$ cat src/rtl/pcounter_pkg.sv
// Register map, CTRL layout and helpers shared by the multi-channel performance counter.
package pcounter_pkg;

  // Register offsets within a channel window (addr[1:0])
  localparam logic [1:0] RegCtrl   = 2'd0;
  localparam logic [1:0] RegCount  = 2'd1;
  localparam logic [1:0] RegStatus = 2'd2;
  localparam logic [1:0] RegGlobal = 2'd3;

  // CTRL / STATUS / GLOBAL bit positions
  localparam int unsigned CtrlEnBit    = 0;
  localparam int unsigned CtrlSatBit   = 1;
  localparam int unsigned CtrlModeLsb  = 2;
  localparam int unsigned CtrlIrqEnBit = 4;
  localparam int unsigned CtrlSelLsb   = 8;
  localparam int unsigned StatusOvfBit = 0;
  localparam int unsigned GlobalEnBit  = 0;
  localparam int unsigned GlobalClrBit = 1;

  typedef enum logic [1:0] {
    PC_LEVEL = 2'b00,
    PC_EDGE  = 2'b01,
    PC_CYCLE = 2'b10,
    PC_RSVD  = 2'b11
  } pc_mode_e;

  // evt_sel is sized for the largest event count; unused upper bits are held at zero
  typedef struct packed {
    logic [7:0] evt_sel;
    logic       irq_en;
    pc_mode_e   mode;
    logic       sat;
    logic       en;
  } pc_ctrl_t;

  function automatic logic [15:0] ctrl_to_word(pc_ctrl_t c);
    logic [15:0] w;
    w                        = '0;
    w[CtrlEnBit]             = c.en;
    w[CtrlSatBit]            = c.sat;
    w[CtrlModeLsb +: 2]      = c.mode;
    w[CtrlIrqEnBit]          = c.irq_en;
    w[CtrlSelLsb +: 8]       = c.evt_sel;
    return w;
  endfunction

endpackage

$ cat src/rtl/pcounter_chan.sv
// One counter channel: CTRL/COUNT/ovf state, event edge history and increment/saturate/wrap.
module pcounter_chan import pcounter_pkg::*; #(
  parameter int unsigned CNT_W  = 32,
  parameter int unsigned NUM_EV = 8
) (
  input  logic              clk_i,
  input  logic              rst_i,
  input  logic [NUM_EV-1:0] evt_i,
  input  logic              genable_i,
  input  logic              clear_all_i,
  input  logic              ctrl_we_i,
  input  pc_ctrl_t          ctrl_wdata_i,
  input  logic              count_we_i,
  input  logic [CNT_W-1:0]  count_wdata_i,
  input  logic              ovf_clr_i,
  output pc_ctrl_t          ctrl_o,
  output logic [CNT_W-1:0]  count_o,
  output logic              ovf_o
);

  localparam int unsigned SEL_W = $clog2(NUM_EV);

  pc_ctrl_t           ctrl_q;
  logic [CNT_W-1:0]   count_q, count_d;
  logic               ovf_q, ovf_d;
  logic               evt_prev_q;
  logic [SEL_W-1:0]   sel;
  logic               evt_cur, mode_hit, inc, at_max;

  assign sel     = ctrl_q.evt_sel[SEL_W-1:0];
  assign evt_cur = evt_i[sel];
  assign at_max  = &count_q;

  always_comb begin
    mode_hit = 1'b0;
    unique case (ctrl_q.mode)
      PC_LEVEL: mode_hit = evt_cur;
      PC_EDGE:  mode_hit = evt_cur & ~evt_prev_q;
      PC_CYCLE: mode_hit = 1'b1;
      default:  mode_hit = 1'b0;
    endcase
  end

  assign inc = genable_i & ctrl_q.en & mode_hit;

  // clear_all beats a bus write, which beats an increment; a new overflow beats W1C
  always_comb begin
    count_d = count_q;
    ovf_d   = ovf_q;
    if (clear_all_i) begin
      count_d = '0;
      ovf_d   = 1'b0;
    end else begin
      if (ovf_clr_i) begin
        ovf_d = 1'b0;
      end
      if (count_we_i) begin
        count_d = count_wdata_i;
      end else if (inc) begin
        if (at_max) begin
          count_d = ctrl_q.sat ? count_q : '0;
          ovf_d   = 1'b1;
        end else begin
          count_d = count_q + 1'b1;
        end
      end
    end
  end

  always_ff @(posedge clk_i) begin
    if (rst_i) begin
      ctrl_q     <= '0;
      count_q    <= '0;
      ovf_q      <= 1'b0;
      evt_prev_q <= 1'b0;
    end else begin
      if (ctrl_we_i) begin
        ctrl_q <= ctrl_wdata_i;
      end
      count_q    <= count_d;
      ovf_q      <= ovf_d;
      evt_prev_q <= evt_cur;
    end
  end

  assign ctrl_o  = ctrl_q;
  assign count_o = count_q;
  assign ovf_o   = ovf_q;

endmodule

$ cat src/rtl/pcounter_multi.sv
// Multi-channel performance counter: cfg bus decode, GLOBAL register, read mux and overflow IRQ.
module pcounter_multi import pcounter_pkg::*; #(
  parameter int unsigned NUM_CH = 4,
  parameter int unsigned CNT_W  = 32,
  parameter int unsigned NUM_EV = 8,
  parameter int unsigned DATA_W = 32,
  parameter int unsigned ADDR_W = 6
) (
  input  logic              Clk,
  input  logic              Rst,
  input  logic [NUM_EV-1:0] evt,
  input  logic              cfg_enable_sig,
  input  logic              cfg_rd_wr_sig,
  input  logic [ADDR_W-1:0] cfg_addr_sig,
  input  logic [DATA_W-1:0] cfg_wdata_sig,
  output logic [DATA_W-1:0] cfg_rdata_sig,
  output logic              cfg_rvalid_sig,
  output logic              irq
);

  localparam int unsigned CH_W    = ADDR_W - 2;
  localparam int unsigned SEL_W   = $clog2(NUM_EV);
  localparam logic [7:0]  SelMask = 8'((1 << SEL_W) - 1);

  logic [CH_W-1:0]   ch_idx;
  logic [1:0]        reg_sel;
  logic              ch_valid, wr_en, rd_en, global_wr, clear_all;
  pc_ctrl_t          wr_ctrl;
  logic              genable_q;
  logic [DATA_W-1:0] rd_word, rdata_q;
  logic              rvalid_q, irq_q;

  pc_ctrl_t          ch_ctrl  [NUM_CH];
  logic [CNT_W-1:0]  ch_count [NUM_CH];
  logic [NUM_CH-1:0] ch_ovf, irq_src;

  logic unused_wdata;
  assign unused_wdata = ^cfg_wdata_sig;

  assign ch_idx   = cfg_addr_sig[ADDR_W-1:2];
  assign reg_sel  = cfg_addr_sig[1:0];
  assign ch_valid = 32'(ch_idx) < NUM_CH;
  // Out-of-range channel writes are dropped, GLOBAL included
  assign wr_en    = cfg_enable_sig & cfg_rd_wr_sig & ch_valid;
  assign rd_en    = cfg_enable_sig & ~cfg_rd_wr_sig;

  assign global_wr = wr_en & (reg_sel == RegGlobal);
  assign clear_all = global_wr & cfg_wdata_sig[GlobalClrBit];

  always_comb begin
    wr_ctrl         = '0;
    wr_ctrl.en      = cfg_wdata_sig[CtrlEnBit];
    wr_ctrl.sat     = cfg_wdata_sig[CtrlSatBit];
    wr_ctrl.mode    = pc_mode_e'(cfg_wdata_sig[CtrlModeLsb +: 2]);
    wr_ctrl.irq_en  = cfg_wdata_sig[CtrlIrqEnBit];
    wr_ctrl.evt_sel = cfg_wdata_sig[CtrlSelLsb +: 8] & SelMask;
  end

  for (genvar c = 0; c < NUM_CH; c++) begin : g_chan
    logic ch_hit;
    assign ch_hit = wr_en & (ch_idx == CH_W'(c));

    pcounter_chan #(
      .CNT_W (CNT_W),
      .NUM_EV(NUM_EV)
    ) u_chan (
      .clk_i        (Clk),
      .rst_i        (Rst),
      .evt_i        (evt),
      .genable_i    (genable_q),
      .clear_all_i  (clear_all),
      .ctrl_we_i    (ch_hit & (reg_sel == RegCtrl)),
      .ctrl_wdata_i (wr_ctrl),
      .count_we_i   (ch_hit & (reg_sel == RegCount)),
      .count_wdata_i(cfg_wdata_sig[CNT_W-1:0]),
      .ovf_clr_i    (ch_hit & (reg_sel == RegStatus) & cfg_wdata_sig[StatusOvfBit]),
      .ctrl_o       (ch_ctrl[c]),
      .count_o      (ch_count[c]),
      .ovf_o        (ch_ovf[c])
    );

    assign irq_src[c] = ch_ovf[c] & ch_ctrl[c].irq_en;
  end

  // clear_all is write-only and never stored, so GLOBAL reads back genable alone
  always_comb begin
    rd_word = '0;
    for (int c = 0; c < NUM_CH; c++) begin
      if (ch_idx == CH_W'(c)) begin
        case (reg_sel)
          RegCtrl:   rd_word = DATA_W'(ctrl_to_word(ch_ctrl[c]));
          RegCount:  rd_word = DATA_W'(ch_count[c]);
          RegStatus: rd_word = DATA_W'(ch_ovf[c]);
          default:   rd_word = DATA_W'(genable_q);
        endcase
      end
    end
  end

  always_ff @(posedge Clk) begin
    if (Rst) begin
      genable_q <= 1'b0;
      rdata_q   <= '0;
      rvalid_q  <= 1'b0;
      irq_q     <= 1'b0;
    end else begin
      if (global_wr) begin
        genable_q <= cfg_wdata_sig[GlobalEnBit];
      end
      rvalid_q <= rd_en;
      if (rd_en) begin
        rdata_q <= rd_word;
      end
      irq_q <= |irq_src;
    end
  end

  assign cfg_rdata_sig  = rdata_q;
  assign cfg_rvalid_sig = rvalid_q;
  assign irq            = irq_q;

endmodule

$ cat config.mk
export PLATFORM = sky130hd
export DESIGN_NAME = pcounter_multi
export DESIGN_NICKNAME = d
export VERILOG_FILES = /design/src/rtl/pcounter_pkg.sv /design/src/rtl/pcounter_chan.sv /design/src/rtl/pcounter_multi.sv
export SDC_FILE = /design/constraint.sdc
export NUM_CORES = 1
export LEC_CHECK = 0
export CAP_MARGIN = 30
export CORE_ASPECT_RATIO = 1.75
export CORE_MARGIN = 2
export CORE_UTILIZATION = 55
export CTS_BUF_LIST = sky130_fd_sc_hd__clkbuf_4 sky130_fd_sc_hd__clkbuf_8 sky130_fd_sc_hd__clkbuf_16
export DETAILED_ROUTE_END_ITERATION = 8
export PLACE_DENSITY = 0.74
export SETUP_SLACK_MARGIN = 0.1
export SLEW_MARGIN = 20
export SYNTH_ARGS = -nofsm -noshare
export SYNTH_HDL_FRONTEND = slang
export SYNTH_HIERARCHICAL = 1
export SYNTH_SLANG_ARGS = --single-unit
$ cat constraint.sdc
create_clock -name Clk -period 4 [get_ports Clk]
set_input_delay 1.2 -clock Clk [delete_from_list [all_inputs] [get_ports Clk]]
set_output_delay 1.2 -clock Clk [all_outputs]
set_load 0.005 [all_outputs]
### Word level (Yosys, flattened, before mapping)

Index checks and enable logic that the tools add are counted.

* bitwise logic cells: 46
* multiplexer cells: 52
* reductions and logical operators: 20
* order comparisons: 5
* eq/ne operators: 18
* add/subtract/negate cells: 4

Operators with widths (count)
* 32-bit 2-to-1 mux: 20
* 32-bit one-hot mux with 3 select lines: 4
* 32-bit by 1-bit adder with 32-bit output, second input constant: 4
* 32-bit AND reduction: 4
* 1-bit bitwise AND: 41
* 1-bit 2-to-1 mux: 20
* 3-bit by 4-bit < comparator with 1-bit output, second input constant: 4
* 1-bit binary-select mux with 3-bit select: 4
* 2-bit == test, second input constant: 6
* 3-bit by 2-bit inequality test with 1-bit output, second input constant: 4
* 1-bit one-hot mux with 3 select lines: 4
* 2-bit by 1-bit == test with 1-bit output, second input constant: 5
* 2-bit zero test: 5
* 4-bit by 2-bit == test with 1-bit output, second input constant: 2
* 2-bit AND reduction: 4
* 2-bit nonzero test: 4
* 1-bit inverter: 5
* 4-bit by 1-bit == test with 1-bit output, second input constant: 1
* 4-bit zero test: 1
* 4-bit by 3-bit < comparator with 1-bit output, second input constant: 1
* 4-bit OR reduction: 1
* 2-bit OR reduction: 1

* bits in registers: 203
* output and inout port bits: 34

### Longest topological paths before layout

* depth in word-level cells: 9
* depth in mapped cells: 12
* depth with buffers taken out: 9

### Cells and area by module

The synthesis kept the hierarchy.

By module, submodules not included
* pcounter_chan: cells an instance 376, times used 4, area an instance 2866.5 um^2
* pcounter_multi: cells an instance 343, times used 1, area an instance 2870.3 um^2

### Worst setup path before layout

No wires, ideal clock.

* kind: input-to-reg
* start: in cfg_addr_sig[4]
* end: reg g_chan[2].u_chan.count_q[1]
* path buffers: 5
* arrival time: 3.267 ns
* cell stages on the path: 9
* path slack: 0.642 ns
* library setup time: 0.091 ns
* data required time: 3.909 ns
* cells stage by stage: or4b_1 > buf_2 > buf_6 > nor2_1 > clkbuf_1 > buf_1 > clkbuf_1 > nand2_1 > a311oi_1

* cells in the longest elaborated chain, start to end: 6
* elaborated cells between the ends (all ways): 12

RTL lines
* from (decl): RTL line pcounter_multi.sv:14 `input logic [ADDR_W-1:0] cfg_addr_sig,`
* 4-bit by 3-bit < comparator with 1-bit output: RTL line pcounter_multi.sv:42 `assign ch_valid = 32'(ch_idx) < NUM_CH;`
* 1-bit bitwise AND: RTL line pcounter_multi.sv:44 `assign wr_en = cfg_enable_sig & cfg_rd_wr_sig & ch_valid;`
* 1-bit bitwise AND: RTL line pcounter_multi.sv:61 `assign ch_hit = wr_en & (ch_idx == CH_W'(c));`
* 1-bit bitwise AND: RTL line pcounter_multi.sv:74 `.count_we_i (ch_hit & (reg_sel == RegCount)),`
* 3-bit by 2-bit inequality test with 1-bit output (no line) or 2-bit nonzero test (tied branches)
* 2-bit AND reduction (no line)
* to (signal assigned): RTL line pcounter_chan.sv:80 `count_q <= count_d;`
* to (decl): RTL line pcounter_chan.sv:24 `logic [CNT_W-1:0] count_q, count_d;`

Several ways; a longest one is shown, not always the timed one.
A chain may end at the register's enable or synchronous reset.

### Worst setup path in the final report

* start: in cfg_addr_sig[5]
* end: reg g_chan[0].u_chan.count_q[7]

* elaborated cells between the ends (all ways): 12

RTL lines
* 4-bit by 3-bit < comparator with 1-bit output: RTL line pcounter_multi.sv:42
* 1-bit bitwise AND: RTL line pcounter_multi.sv:44
* 1-bit bitwise AND: RTL line pcounter_multi.sv:47 `assign global_wr = wr_en & (reg_sel == RegGlobal);`
* 1-bit bitwise AND: RTL line pcounter_multi.sv:48 `assign clear_all = global_wr & cfg_wdata_sig[GlobalClrBit];`
* via clear_all: RTL line pcounter_multi.sv:27 `logic ch_valid, wr_en, rd_en, global_wr, clear_all;`
* 2-bit OR reduction (no line)
* to (signal assigned): RTL line pcounter_chan.sv:80
* to (decl): RTL line pcounter_chan.sv:24

The timed path passes the listed nets, and every way through them passes these cells.

==> flow_summary.toml <==
[clock_network]
clk_path_buf_depth = 3
cts_tree = "yes"
htree_levels = 1
clk_pin_slew_ns = 0.06
post_cts_buffers = 0
clock_latency_ns = 0.55
cts_resized = 0
ctsHoldBuffers = 0
cts_buffers = 24
clock_sinks = 223
root_buffer = "clkbuf_16"

[logic_synthesis]
yosysSeqAreaShare = 0.311
synth-main-ff-cell = "dfxtp_1"
synth_cell_types = 62
synth-compound-area-share = 0.234
synth_top_family_by_area = "simple AND/OR/NAND/NOR gates"
synthXorXnorAreaFrac = 0.00489
yosysTopAreaCell = "dfxtp_1"
async_reset_ff_frac = 0
synth_edf_count = 0
postSynthRegisterBits = 223
synthTopCellsByArea = "dfxtp_1 (31%), mux2i_1 (6.3%), nand2_1 (5.1%), nand3_1 (5.0%), nor2_1 (4.2%)"
synthAdderAreaFrac = 0.00349
muxShareOfSynthArea = 0.101
yosys.area_share.simple = 0.302
syn_avg_cell_area_um2 = 7.76
synth_top_area_frac = 0.311
netlist_area_um2 = 14300
ys_warn_count = 6
postSynthCellCount = 1847

[layout]
drive_gt1_frac = 0.104
fin_area_um2 = 16700
fin_nets = 2002
syn_to_final_growth_pct = 16.5

[routing]
first_pass_iters = 6
totalWireLength_um = 66300
drc = 0
drt_iter0_drc = 1817
wl_per_cell_um = 29.0
vias_per_cell = 7.23
vias = 16500
ant_nets = 0

[place]
io_buffer_count = 83
hpwl_um = 49500
gp_congestion = 1.07
dpl-instance-area_um2 = 15800

[sta]
max_slew_margin = 0.305
slew_violations = 0
hold_viol = 0
setup_viol = 0
max_freq_mhz = 298
setup_tns_ns = 0
rsz0062_at_grt = "false"
period_share = 0.839
fin_worst_skew_ns = 0.0173
post-route-min-period_ns = 3.36
worst_pin_slew_ns = 1.03

[critical_path]
cpMaxStageDelayCell = "nor2_1"
reg2reg_setup_slack_ns = 0.94
end_kind = "flop"
crit_path_start = "cfg_addr_sig[5]"
cp-start-kind = "input port"
max_stage_delay_ns = 0.64
arrival_ns = 3.82
cp_max_fo = 8
crit_type = "in2reg"
reg2reg_from = "g_chan[1].u_chan/count_o[11]"
worstPathCellList = "clkdlybuf4s50_1 -> nand4bb_1 -> nor3_1 -> and2_1 -> buf_4 -> or2_2 -> nor2_1 -> nand2_1 -> a21oi_1 -> o21ai_1 -> o211ai_1"
required_ns = 4.46

[flow_run]
cap_violations = 0

[floorplanning]
row_count = 78
start_util = 0.556
die_h_um = 218
ios = 84
coreArea_um2 = 25800
dieArea_um2 = 27400
die_w_um = 126

[global_routing]
gr-total-overflow = 0
grt_max_degree = 47
grt_pass1_vias = 15600
antenna_found_initial = 1
grt.total_usage = 0.469
grt_pass1_wl_um = 97500

[pwr]
vdd_drop_max_mv = 0.343
power.density_nw_per_um2 = 320
p_leak_nw = 5.27
finalPower_mw = 5.35

[worst_hold_path]
hold_path.startpoint = "cfg_rdata_sig[8]"
hp-class = "reg2reg"

[run_status]
status = "finished, final reports clean"
## final timing paths
path / cells past startpoint / endpoint
setup / recovery: 11 / g_chan[0].u_chan/count_o[7]
hold / removal: 2 / cfg_rdata_sig[8]
setup reg to reg: 6 / g_chan[1].u_chan/count_o[24]
hold reg to reg: 2 / cfg_rdata_sig[8]
## cell usage in the layout, fill, tap and decap left out, types with 40 or more instances in the layout
cell type,count
a211oi_1,40
a21oi_1,88
a31oi_1,40
buf_4,89
clkdlybuf4s50_1,80
dfxtp_1,223
mux2i_1,90
nand2_1,193
nand3_1,143
nand4_1,40
nor2_1,157
nor2b_1,49
nor3_1,68
o21ai_0,100
o22ai_1,43
o31ai_1,46
## critical path: cells and delay by family
kind                   cells  cell delay [ns]
AOI/OAI and AO/OA          3             0.34
buffers and inverters      2             0.66
and+or+nand+nor            6             1.63
## flip-flops by register name, summed over array words and instances (netlist names)
name / flops
cfg_rdata_sig: 32
cfg_rvalid_sig: 1
g_chan.u_chan/count_o: 128
g_chan.u_chan/ctrl_o: 52
g_chan.u_chan/evt_prev_q: 4
g_chan.u_chan/ovf_o: 4
genable_q: 1
irq: 1
## Yosys cell counts (16+ instances only)
library cell / count
a22oi_1: 19
inv_1: 19
a21oi_1: 88
o22ai_1: 43
a31oi_1: 40
dfxtp_1: 223
nor3_1: 68
a211oi_1: 40
nand2_1: 193
nor4_1: 20
buf_2: 16
o211ai_1: 32
or4_1: 16
clkbuf_1: 75
and2_1: 17
or3_1: 25
and3_1: 33
mux2i_1: 90
mux2_2: 22
nand4_1: 40
nor2_1: 161
o31ai_1: 46
nor2b_1: 49
o21ai_0: 100
nand3_1: 143
## cell type report
cell class	count	area, um2
multi-input cells	1503	9350
fillers	2300	9060
flip-flops and latches	223	4460
repair buffers	177	1550
clock buffers	33	711
well taps	320	400
clock inverters	8	149
inverters	19	71.3
diodes	3	7.51
## layer usage
metal / track usage / share of wire
met2: 0.780 / 0.46
met4: 0.393 / 0.11
met5: 0 / 0.00015
met1: 0.510 / 0.32
met3: 0.0908 / 0.10
## where the power goes
| group | total, mW | internal, mW | switching, mW |
|---|---|---|---|
| sequential | 2.35 | 2.27 | 0.0881 |
| combinational | 0.508 | 0.184 | 0.324 |
| clock | 2.49 | 1.50 | 0.993 |
## through the flow
stage | utilization | hold slack [ns] | worst slack (ns) | cells
floorplan | - | 0.449 | 0.642 | 1866
global placement | 0.614 | 0.457 | 0.268 | 2238
detailed placement | 0.614 | 0.459 | 0.258 | 2240
CTS | 0.648 | 0.477 | 0.792 | 2281
global route | 0.648 | 0.509 | 0.537 | 2283
finish | 0.648 | 0.472 | 0.642 | 2286
## logic make-up (layout without fill, tap and decap cells)
kind of cell	after synthesis	in the layout
AO/OA/AOI/OAI	507	507
XOR/XNOR	8	8
adder cells (fa/ha/maj)	4	4
buffers and inverters	140	237
flip-flops	223	223
multiplexers	125	125
other	1	23
AND/OR/NAND/NOR	839	839
Power figures use the tool's default switching activity.
